==> src/rtl/depack_ctrl.sv <==
// depack_ctrl
// Sits between the network depacketizer and the core. It pulls flits out of
// the depacketizer, checks that every packet is well formed and passes the
// good flits to the core through a single registered output slot. Malformed
// traffic is dropped and reported through pkt_err / err_code / err_cnt.
//
// Ports
//   clk, rst                 clock, asynchronous active-high reset
//   flit_valid, flit_type    flit present / type (00 body, 01 head, 10 tail, 11 single)
//   flit_payload, flit_sn    flit payload and 5-bit sequence number
//   flit_src                 source router coordinates {x, y}
//   depack_enable            read strobe back to the depacketizer
//   core_valid, core_ready   output slot handshake
//   core_data, core_src      output slot payload and source
//   core_sop, core_eop       start / end of packet markers for the slot
//   pkt_err, err_code        one-cycle error pulse and sticky error cause
//                            (0 length, 1 type, 2 sequence number, 3 source)
//   pkt_ok_cnt, err_cnt      completed packet count (wraps), error count (saturates)
module depack_ctrl #(
  parameter int PAYLOAD_WIDTH = 32,
  parameter int XY_WIDTH      = 4,
  parameter int MAX_FLITS     = 16
) (
  input  logic                     clk,
  input  logic                     rst,
  input  logic                     flit_valid,
  input  logic [1:0]               flit_type,
  input  logic [PAYLOAD_WIDTH-1:0] flit_payload,
  input  logic [4:0]               flit_sn,
  input  logic [2*XY_WIDTH-1:0]    flit_src,
  output logic                     depack_enable,
  output logic                     core_valid,
  input  logic                     core_ready,
  output logic [PAYLOAD_WIDTH-1:0] core_data,
  output logic [2*XY_WIDTH-1:0]    core_src,
  output logic                     core_sop,
  output logic                     core_eop,
  output logic                     pkt_err,
  output logic [1:0]               err_code,
  output logic [15:0]              pkt_ok_cnt,
  output logic [7:0]               err_cnt
);

  localparam int CNT_W = (MAX_FLITS > 2) ? $clog2(MAX_FLITS) : 1;
  localparam logic [CNT_W-1:0] CNT_LAST = CNT_W'(MAX_FLITS - 1);

  localparam logic [1:0] FT_BODY   = 2'b00;
  localparam logic [1:0] FT_HEAD   = 2'b01;
  localparam logic [1:0] FT_TAIL   = 2'b10;
  localparam logic [1:0] FT_SINGLE = 2'b11;

  localparam logic [1:0] EC_LENGTH = 2'd0;
  localparam logic [1:0] EC_TYPE   = 2'd1;
  localparam logic [1:0] EC_SEQ    = 2'd2;
  localparam logic [1:0] EC_SRC    = 2'd3;

  typedef enum logic [1:0] {
    IDLE = 2'd0,
    BODY = 2'd1,
    DROP = 2'd2
  } state_t;

  state_t                state, state_nxt;
  logic [4:0]            exp_sn, exp_sn_nxt;
  logic [CNT_W-1:0]      cnt, cnt_nxt;
  logic [2*XY_WIDTH-1:0] pkt_src, pkt_src_nxt;

  logic       consume;
  logic       start_pkt;
  logic       fwd;
  logic       fwd_sop;
  logic       fwd_eop;
  logic       err;
  logic [1:0] err_cause;
  logic       ok_inc;

  // The depacketizer may hand over a flit whenever the slot is empty or is
  // being emptied this very cycle, which gives lossless drain-and-load.
  assign depack_enable = flit_valid & (~core_valid | core_ready);
  assign consume       = depack_enable;

  // Packet checker: decides for the consumed flit whether it is forwarded,
  // dropped, or flagged, and computes the next packet context. A head or
  // single always opens a fresh context regardless of the current state;
  // only in BODY does that also count as a type error (truncated packet).
  always_comb begin
    state_nxt   = state;
    exp_sn_nxt  = exp_sn;
    cnt_nxt     = cnt;
    pkt_src_nxt = pkt_src;
    start_pkt   = 1'b0;
    fwd         = 1'b0;
    fwd_sop     = 1'b0;
    fwd_eop     = 1'b0;
    err         = 1'b0;
    err_cause   = EC_LENGTH;
    ok_inc      = 1'b0;

    if (consume) begin
      if (flit_type == FT_HEAD || flit_type == FT_SINGLE) begin
        start_pkt = 1'b1;
        if (state == BODY) begin
          err       = 1'b1;
          err_cause = EC_TYPE;
        end
      end else begin
        case (state)
          IDLE: begin
            err       = 1'b1;
            err_cause = EC_TYPE;
            state_nxt = (flit_type == FT_BODY) ? DROP : IDLE;
          end
          BODY: begin
            if (flit_src != pkt_src) begin
              err       = 1'b1;
              err_cause = EC_SRC;
            end else if (flit_sn != exp_sn) begin
              err       = 1'b1;
              err_cause = EC_SEQ;
            end else if (flit_type == FT_BODY && cnt == CNT_LAST) begin
              err       = 1'b1;
              err_cause = EC_LENGTH;
            end

            if (err) begin
              state_nxt = (flit_type == FT_BODY) ? DROP : IDLE;
            end else if (flit_type == FT_TAIL) begin
              fwd       = 1'b1;
              fwd_eop   = 1'b1;
              ok_inc    = 1'b1;
              state_nxt = IDLE;
            end else begin
              fwd        = 1'b1;
              exp_sn_nxt = exp_sn + 5'd1;
              cnt_nxt    = cnt + CNT_W'(1);
            end
          end
          DROP: begin
            if (flit_type == FT_TAIL) begin
              state_nxt = IDLE;
            end
          end
          default: begin
            state_nxt = IDLE;
          end
        endcase
      end

      if (start_pkt) begin
        fwd     = 1'b1;
        fwd_sop = 1'b1;
        if (flit_type == FT_SINGLE) begin
          fwd_eop   = 1'b1;
          state_nxt = IDLE;
        end else begin
          pkt_src_nxt = flit_src;
          exp_sn_nxt  = flit_sn + 5'd1;
          cnt_nxt     = CNT_W'(1);
          state_nxt   = BODY;
        end
      end
    end
  end

  // Packet context registers: FSM state plus the expected sequence number,
  // flit count and source of the packet currently being received.
  always_ff @(posedge clk or posedge rst) begin
    if (rst) begin
      state   <= IDLE;
      exp_sn  <= '0;
      cnt     <= '0;
      pkt_src <= '0;
    end else begin
      state   <= state_nxt;
      exp_sn  <= exp_sn_nxt;
      cnt     <= cnt_nxt;
      pkt_src <= pkt_src_nxt;
    end
  end

  // Output slot: loaded with every forwarded flit, emptied when the core
  // takes it and nothing new arrives. Dropped flits leave it untouched.
  always_ff @(posedge clk or posedge rst) begin
    if (rst) begin
      core_valid <= 1'b0;
      core_data  <= '0;
      core_src   <= '0;
      core_sop   <= 1'b0;
      core_eop   <= 1'b0;
    end else if (fwd) begin
      core_valid <= 1'b1;
      core_data  <= flit_payload;
      core_src   <= flit_src;
      core_sop   <= fwd_sop;
      core_eop   <= fwd_eop;
    end else if (core_ready) begin
      core_valid <= 1'b0;
    end
  end

  // Error reporting and statistics. err_code is sticky until the next error;
  // err_cnt stops at its maximum instead of wrapping.
  always_ff @(posedge clk or posedge rst) begin
    if (rst) begin
      pkt_err    <= 1'b0;
      err_code   <= EC_LENGTH;
      err_cnt    <= '0;
      pkt_ok_cnt <= '0;
    end else begin
      pkt_err <= err;
      if (err) begin
        err_code <= err_cause;
        if (err_cnt != 8'hFF) begin
          err_cnt <= err_cnt + 8'd1;
        end
      end
      if (ok_inc) begin
        pkt_ok_cnt <= pkt_ok_cnt + 16'd1;
      end
    end
  end

endmodule

==> config.mk <==
export PLATFORM = sky130hd
export DESIGN_NAME = depack_ctrl
export DESIGN_NICKNAME = d
export VERILOG_FILES = /design/src/rtl/depack_ctrl.sv
export SDC_FILE = /design/constraint.sdc
export NUM_CORES = 1
export LEC_CHECK = 0
export ABC_AREA = 0
export BUFFER_PORTS_ARGS = -buffer_cell sky130_fd_sc_hd__buf_2
export CAP_MARGIN = 20
export CORE_MARGIN = 2
export CORE_UTILIZATION = 47
export CTS_BUF_LIST = sky130_fd_sc_hd__clkbuf_16
export DETAILED_ROUTE_END_ITERATION = 16
export PLACE_DENSITY_LB_ADDON = 0.08
export SLEW_MARGIN = 40
export SYNTH_ARGS = -nofsm -noshare
export SYNTH_HDL_FRONTEND = slang
export SYNTH_SLANG_ARGS = --single-unit
==> constraint.sdc <==
create_clock -name clk -period 3.1 [get_ports clk]
set_clock_uncertainty 0.1 [all_clocks]
set_input_delay 0.775 -clock clk [delete_from_list [all_inputs] [get_ports clk]]
set_output_delay 0.775 -clock clk [all_outputs]
set_load 0.03 [all_outputs]
* After elaboration in Yosys (flattened, before gate mapping)
Cells that the tools add are included.
Storage, ports and cells: input bits 51, logic and storage cells 94, output and inout port bits 71, bits in registers 89
Cells by class: bitwise gates (word level) 4, eq/ne operators 10, add/sub/neg operators 5, reductions and logical operators 8, multiplexer cells 54
Operators with widths (number):
- $mux 1 | 30
- $mux 5 | 6
- $mux 4 | 6
- $mux 2 | 9
- $add 16x1->16 const B | 1
- $add 5x1->5 const B | 2
- $add 8x1->8 const B | 1
- $ne 8x8->1 | 1
- $ne 8x8->1 const B | 1
- $eq 2x2->1 const B | 3
- $pmux 2 s3 | 1
- $ne 5x5->1 | 1
- $add 4x1->4 const B | 1
- $eq 2x1->1 const B | 2
- $eq 4x4->1 const B | 1
- $logic_not 2->1 | 2
- $pmux 2 s2 | 1
- $reduce_and 2->1 | 2
- $reduce_and 3->1 | 1
- $ne 2x1->1 const B | 1
- $not 1->1 | 2
- $pmux 1 s2 | 1
- $reduce_bool 2->1 | 1
- $and 1x1->1 | 1
- other kinds (3) | 3

* Longest topological paths before layout
Gate-level depths: netlist of run 1.
depth after elaboration 14, gate-level depth with buffers 8, depth with buffers taken out 7

* Worst setup path after synthesis of run 1
Ideal clock, no wire load.
kind input to register, from input port flit_src[6], to register core_data[0], cell stages on the path 7, arrival 2.630 ns, required time 2.875 ns, buffers on the path 1, slack 0.245 ns, library setup time 0.125 ns, cell sequence xor2_1 nor4_2 nand4bb_1 or3_4 a21oi_4 buf_12 mux2_4
On the way: word-level cells in the longest chain between the ends 10
RTL lines:
- start: declaration | RTL line 30 | input logic [2*XY_WIDTH-1:0] flit_src,
- $ne 8x8->1 | RTL line 114 | if (flit_src != pkt_src) begin
- $mux 1 | RTL line 114
- $mux 1 | RTL line 107 | case (state)
- $mux 1 | RTL line 100 | if (flit_type == FT_HEAD || flit_type == FT_SINGLE) begin
- $mux 1 | RTL line 99 | if (consume) begin
- $mux 1 | RTL line 125 | if (err) begin
- $mux 1 | RTL line 107
- $mux 1 | RTL line 100
- $mux 1 | RTL line 149 | if (start_pkt) begin
- $mux 1 | RTL line 99
- end signal: assignment | RTL line 192 | core_data <= flit_payload;
- end: declaration | RTL line 34 | output logic [PAYLOAD_WIDTH-1:0] core_data,
Every way passes these cells. The select of a mux whose other input is x is not followed. A chain may end at the register's enable or synchronous reset.

* Worst setup path in the final report of run 1
from input port flit_src[6], to register core_data[12]
The elaborated chain is that of the path after synthesis.

==> metrics.txt, run 1 <==
Area after DPL 5150 um^2; number of global-route vias before repair 3123; synth unique cells 43; final core occ 62.3%; setup TNS 0 ps; prevailing post-synth register cell dfrtp_1; H-tree depth 3; Yosys Warn Count 0; post-DR wirelength/cell 15.3 um; flops & latches, synth 89; root buffer cell clkbuf_16; DRC Markers 0; Antenna Diode Count 0; Routed WL 9130 um; CP Capture Type flop; RSZ-0062 raised after global routing no; Buf+Inv Stages, Crit Path 2; die area 9980 um^2; pwr dens 664 nW/um^2; max cap viols 0; EDFF count, synth 0; sequential share of the synthesized area 51.5%; Tmin final 2770 ps; Mapped Cells 340; # IOs 122; Post-CTS Hold Buffers 0; R2R Path Start pkt_src[6]; largest net degree at the start of global routing 48; hold crit path type in -> async; fin nets 539; Starting DRT DRC Count 136; Final Max Slew Viols 0; vias per cell 5.23; highest clock rate 0.361 GHz; Die W 99.9 um; # resized after CTS 0; CP Max Fanout 29; critical path startpoint flit_src[6]; peak per-stage delay on the critical path 440 ps; Synth area leaders dfrtp_1 (52%), mux2_4 (14%), xnor2_1 (4.7%), mux2_2 (3.1%), xor2_1 (2.4%); gr usage total 19.2%; initial antenna violation count 0; clk sink count 89; number of setup violations in the final report 0; area of the core 8810 um^2; GP Congestion 0.845; post-DP HPWL 6680 um; Initial Utilization 49.1%; relative slew slack 65.1%; Post-Syn Area per Cell 12.7 um^2; crit-path leading delay family simple AND/OR/NAND/NOR gates; Slew @ Worst Pin 524 ps; vias 3112; gr ovfl total 0; hold slack final 222 ps; most common cell in the synthesized netlist dfrtp_1; endpoints failing hold 0; Peak VDD IR 0.000405 V; final instance area 5490 um^2; die height 99.9 um; syn_nets 396; Area growth syn-to-layout 27.0%; Worst Path Arrival 2880 ps; Clock transition at path regs 60 ps; startpoint types input port; P_leak 2.64 nW; TritonCTS clock tree yes; CP max stage cell or3_4; CP cell instances buf_2, xor2_1, nor4_2, nand4bb_1, or3_4, a21oi_4, buf_12, mux2_4; Final period util 89.4%; share of the synthesized area in the top cell type 51.5%; later-pin clock latency in the skew report 330 ps; total power 3.64 mW; fillers 737; Post-synth ARST share 100%; ANT nets after route 0; outcome completed; mapped cell area 4320 um^2; worst setup path class in -> reg; Core Rows 34; setup bufs post-CTS 0; commonest cells in the netlist dfrtp_1 (89), mux2_4 (40), xnor2_1 (23); TritonCTS Buffers 9; first-pass GRT wire length 15300 um; Required @ worst endpoint 3210 ps; port bufs 121; drt pass-1 iters 4; Clock Path Buffers 2; layout cell share with drive strength beyond 1 44.8%; cell accounting for the most synthesized area dfrtp_1
[routing by layer]
layer  vias up  part of all wire [%]  GRT usage [%]
li1       1499                     -              -
met1      1517                    45           25.2
met2        89                    48           32.1
met3         7                   5.7           3.90
met4         0                  0.95           6.01
met5         -                     0              0
[cells by family (layout without fill, tap and decap cells)]
group / count (synthesis) / after routing / share of synthesized area (%)
and+or+nand+nor: 99 / 99 / 12.6
xor gates and xnor gates: 35 / 35 / 7.09
buffers and inverters: 25 / 172 / 3.85
adders and majority gates: 5 / 5 / 1.45
AOI/OAI and AO/OA: 30 / 30 / 5.33
DFF: 89 / 89 / 51.5
muxes: 57 / 57 / 18.2
[per-stage QoR]
step	instances	worst slack (ps)
2_1_floorplan	340	245
3_3_place_gp	580	54.3
3_5_place_dp	580	-19.8
4_1_cts	595	328
5_1_grt	595	215
6_report	595	328
[registers in the layout, indices dropped and copies added, names as in the netlist]
register / flops
err_code: 2
core_valid: 1
exp_sn: 5
core_eop: 1
core_sop: 1
core_data: 32
cnt: 4
core_src: 8
err_cnt: 8
pkt_src: 8
pkt_err: 1
state: 2
pkt_ok_cnt: 16
[power by group]
part / switching, mW / total [mW] / internal [mW]
registers: 0.139 / 1.48 / 1.34
clock network: 0.434 / 1.21 / 0.780
logic: 0.547 / 0.945 / 0.399
[area by class of cell]
class                   count  area, um^2  area share [%]
clock buffers               9         225            4.10
clock inverters             6         109            1.98
inverters                  13        52.6           0.958
multi-input cells         226        1930            35.3
flip-flops and latches     89        2230            40.6
well taps                 108         135            2.46
repair buffers            144         803            14.6
[path summary, 6_finish.rpt]
check | endpoint | depth (start not counted) | slack, ps
worst min register to register | pkt_ok_cnt[15] | 1 | 370
worst max register to register | core_data[12] | 7 | 520
max in group asynchronous | pkt_ok_cnt[3] | 3 | 1980
worst min-delay path | core_data[17] | 2 | 220
worst max-delay path | core_data[12] | 8 | 330
min in group clk | pkt_ok_cnt[15] | 1 | 370
[worst register-to-register path, cell delays in order (launching register included)]
cell       delay, ps
dfrtp_1          380
xor2_1           160
nor4_2           380
nand4bb_1        170
or3_4            440
a21oi_4          220
buf_12           260
mux2_4           350
[layout by cell type (no fill, tap or decap), types with 9 or more instances in the layout]
cell type and count:
xor2_1 12, buf_4 21, clkbuf_16 9, buf_2 121, xnor2_1 23, mux2_4 40, dfrtp_1 89, nand4_1 13
nor2_1 11, nand2_1 22, inv_1 12, mux2_2 12, nand3_1 16
Note: power is estimated with default switching activity, not from simulation.
==> inputs of run 2 (changes only) <==
--- a/config.mk
+++ b/config.mk
@@ -6,14 +6,16 @@
 export NUM_CORES = 1
 export LEC_CHECK = 0
 export ABC_AREA = 0
+export ABC_CLOCK_PERIOD_IN_PS = 3100
 export BUFFER_PORTS_ARGS = -buffer_cell sky130_fd_sc_hd__buf_2
 export CAP_MARGIN = 20
 export CORE_MARGIN = 2
 export CORE_UTILIZATION = 47
-export CTS_BUF_LIST = sky130_fd_sc_hd__clkbuf_16
+export CTS_BUF_LIST = sky130_fd_sc_hd__clkbuf_4 sky130_fd_sc_hd__clkbuf_8 sky130_fd_sc_hd__clkbuf_16
 export DETAILED_ROUTE_END_ITERATION = 16
 export PLACE_DENSITY_LB_ADDON = 0.08
 export SLEW_MARGIN = 40
 export SYNTH_ARGS = -nofsm -noshare
 export SYNTH_HDL_FRONTEND = slang
 export SYNTH_SLANG_ARGS = --single-unit
+export TNS_END_PERCENT = 10
==> metrics.txt, run 2 (synthesized netlist as in run 1, its figures left out) <==
critical path startpoint flit_src[6]; number of setup violations in the final report 0; # IOs 122; post-DP HPWL 6680 um; CP cell instances buf_2, xor2_1, nor4_2, nand4bb_1, or3_4, a21oi_4, buf_12, mux2_4; setup slack, reg-to-reg 550 ps; grt peak-use layer met2; highest clock rate 0.367 GHz; Initial Utilization 49.1%; P_leak 2.60 nW; Required @ worst endpoint 3220 ps; Sw Ratio 32.3%; clock power share 28.0%; Worst Path Arrival 2850 ps; H-tree depth 3; endpoints failing hold 0; number of flip-flops in the largest register 32; layout cell share with drive strength beyond 1 45.0%; post-DR wirelength/cell 15.4 um; Routed WL 9170 um; area of the core 8810 um^2; r2r worst-path depth 7; Starting DRT DRC Count 137; setup bufs post-CTS 0; root buffer cell clkbuf_8; Post-CTS Hold Buffers 0; drt pass-1 iters 4; clk sink count 89; hold crit path type in -> async; later-pin clock latency in the skew report 350 ps; # resized after CTS 0; Reg power frac 43.9%; CP Max Fanout 29; Final period util 87.8%; gr usage total 19.2%; gr ovfl total 0; fillers 744; sequential cell area 2230 um^2; first-pass GRT wire length 15300 um; Top reg by flops core_data; Tmin final 2720 ps; P_sw 1.09 mW; die area 9980 um^2; R2R Path Start pkt_src[6]; TritonCTS clock tree yes; vias per cell 5.22; GP Congestion 0.845; final instance area 5390 um^2; largest net degree at the start of global routing 48; Die W 99.9 um; TritonCTS Buffers 9; relative slew slack 65.2%; P_int 2.28 mW; setup TNS 0 ps; biggest regs core_data x32, pkt_ok_cnt x16; fin nets 539; Antenna Diode Count 0; R2R Path End core_data[12]; vias 3105; startpoint types input port; Final Max Slew Viols 0; RSZ-0062 raised after global routing no; Clock Path Buffers 2; Area growth syn-to-layout 24.7%; hold slack final 201 ps; most frequent cells in the layout buf_2 (121), dfrtp_1 (89), mux2_4 (40); ANT nets after route 0; commonest non-fill, non-tap cell in the layout buf_2; CP max stage cell or3_4; outcome completed; Peak VDD IR 0.000451 V; total power 3.37 mW; peak per-stage delay on the critical path 440 ps; Clock transition at path regs 80 ps; initial antenna violation count 0; Area after DPL 5150 um^2; number of global-route vias before repair 3075; Multi-input gate area 1930 um^2; Comb pwr share 28.0%; pwr dens 625 nW/um^2; die height 99.9 um; CP Capture Type flop; GRT met1 Usage 25.8%; crit path capture core_data[12]; Core Rows 34; Slew @ Worst Pin 522 ps; worst setup path class in -> reg; routing usage on met3 4.32%; max cap viols 0; port bufs 121; DRC Markers 0; met2 usage 31.5%
==> run 2: metal layers <==
layer  vias up  routed length, um
met1      1520               4250
met5         -                  0
li1       1499                  -
met2        78               4370
met4         0                 87
met3         8                470
==> run 2: worst min path at each step <==
stage | end | depth (start not counted) | startpoint | slack, ps
2_1_floorplan | cnt[1] | 2 | cnt[1] | 400
3_5_place_dp | pkt_ok_cnt[15] | 1 | pkt_ok_cnt[15] | 360
3_3_place_gp | pkt_ok_cnt[15] | 1 | pkt_ok_cnt[15] | 360
5_1_grt | core_data[17] | 2 | rst | 190
4_1_cts | core_data[17] | 2 | rst | 190
6_report | core_data[17] | 2 | rst | 200
==> run 2: cell type report <==
cell class,instances,share of cell area [%]
sequential,89,41.3
tap,108,2.51
clock buffer,10,2.44
timing repair buffer,144,14.9
multi-input combinational,226,35.9
clock inverter,5,1.95
inverter,13,0.975
==> run 2: worst max-delay path, delay by kind of cell <==
family / cells / cell delay [ps]
compound gates: 1 / 220
xor+xnor: 1 / 170
buf+inv: 2 / 380
mux: 1 / 330
simple gates: 3 / 970
==> run 2: per-stage QoR <==
step	instances	util [%]	setup slack, ps
detailed placement	580	58.5	-19.8
global route	595	61.2	277
CTS	595	61.2	354
finish	595	61.2	377
global placement	580	58.5	54.3
floorplan	340	-	245
==> run 2: power by group through the flow <==
| stage | registers, mW | clock network [mW] | logic [mW] |
|---|---|---|---|
| 4_1_cts | 1.48 | 0.966 | 0.958 |
| 6_report | 1.48 | 0.944 | 0.944 |
| 3_3_place_gp | 1.50 | 0 | 0.941 |
| 5_1_grt | 1.51 | 1.02 | 1.02 |
| 2_1_floorplan | 1.76 | 0 | 0.407 |
| 3_5_place_dp | 1.50 | 0 | 0.956 |
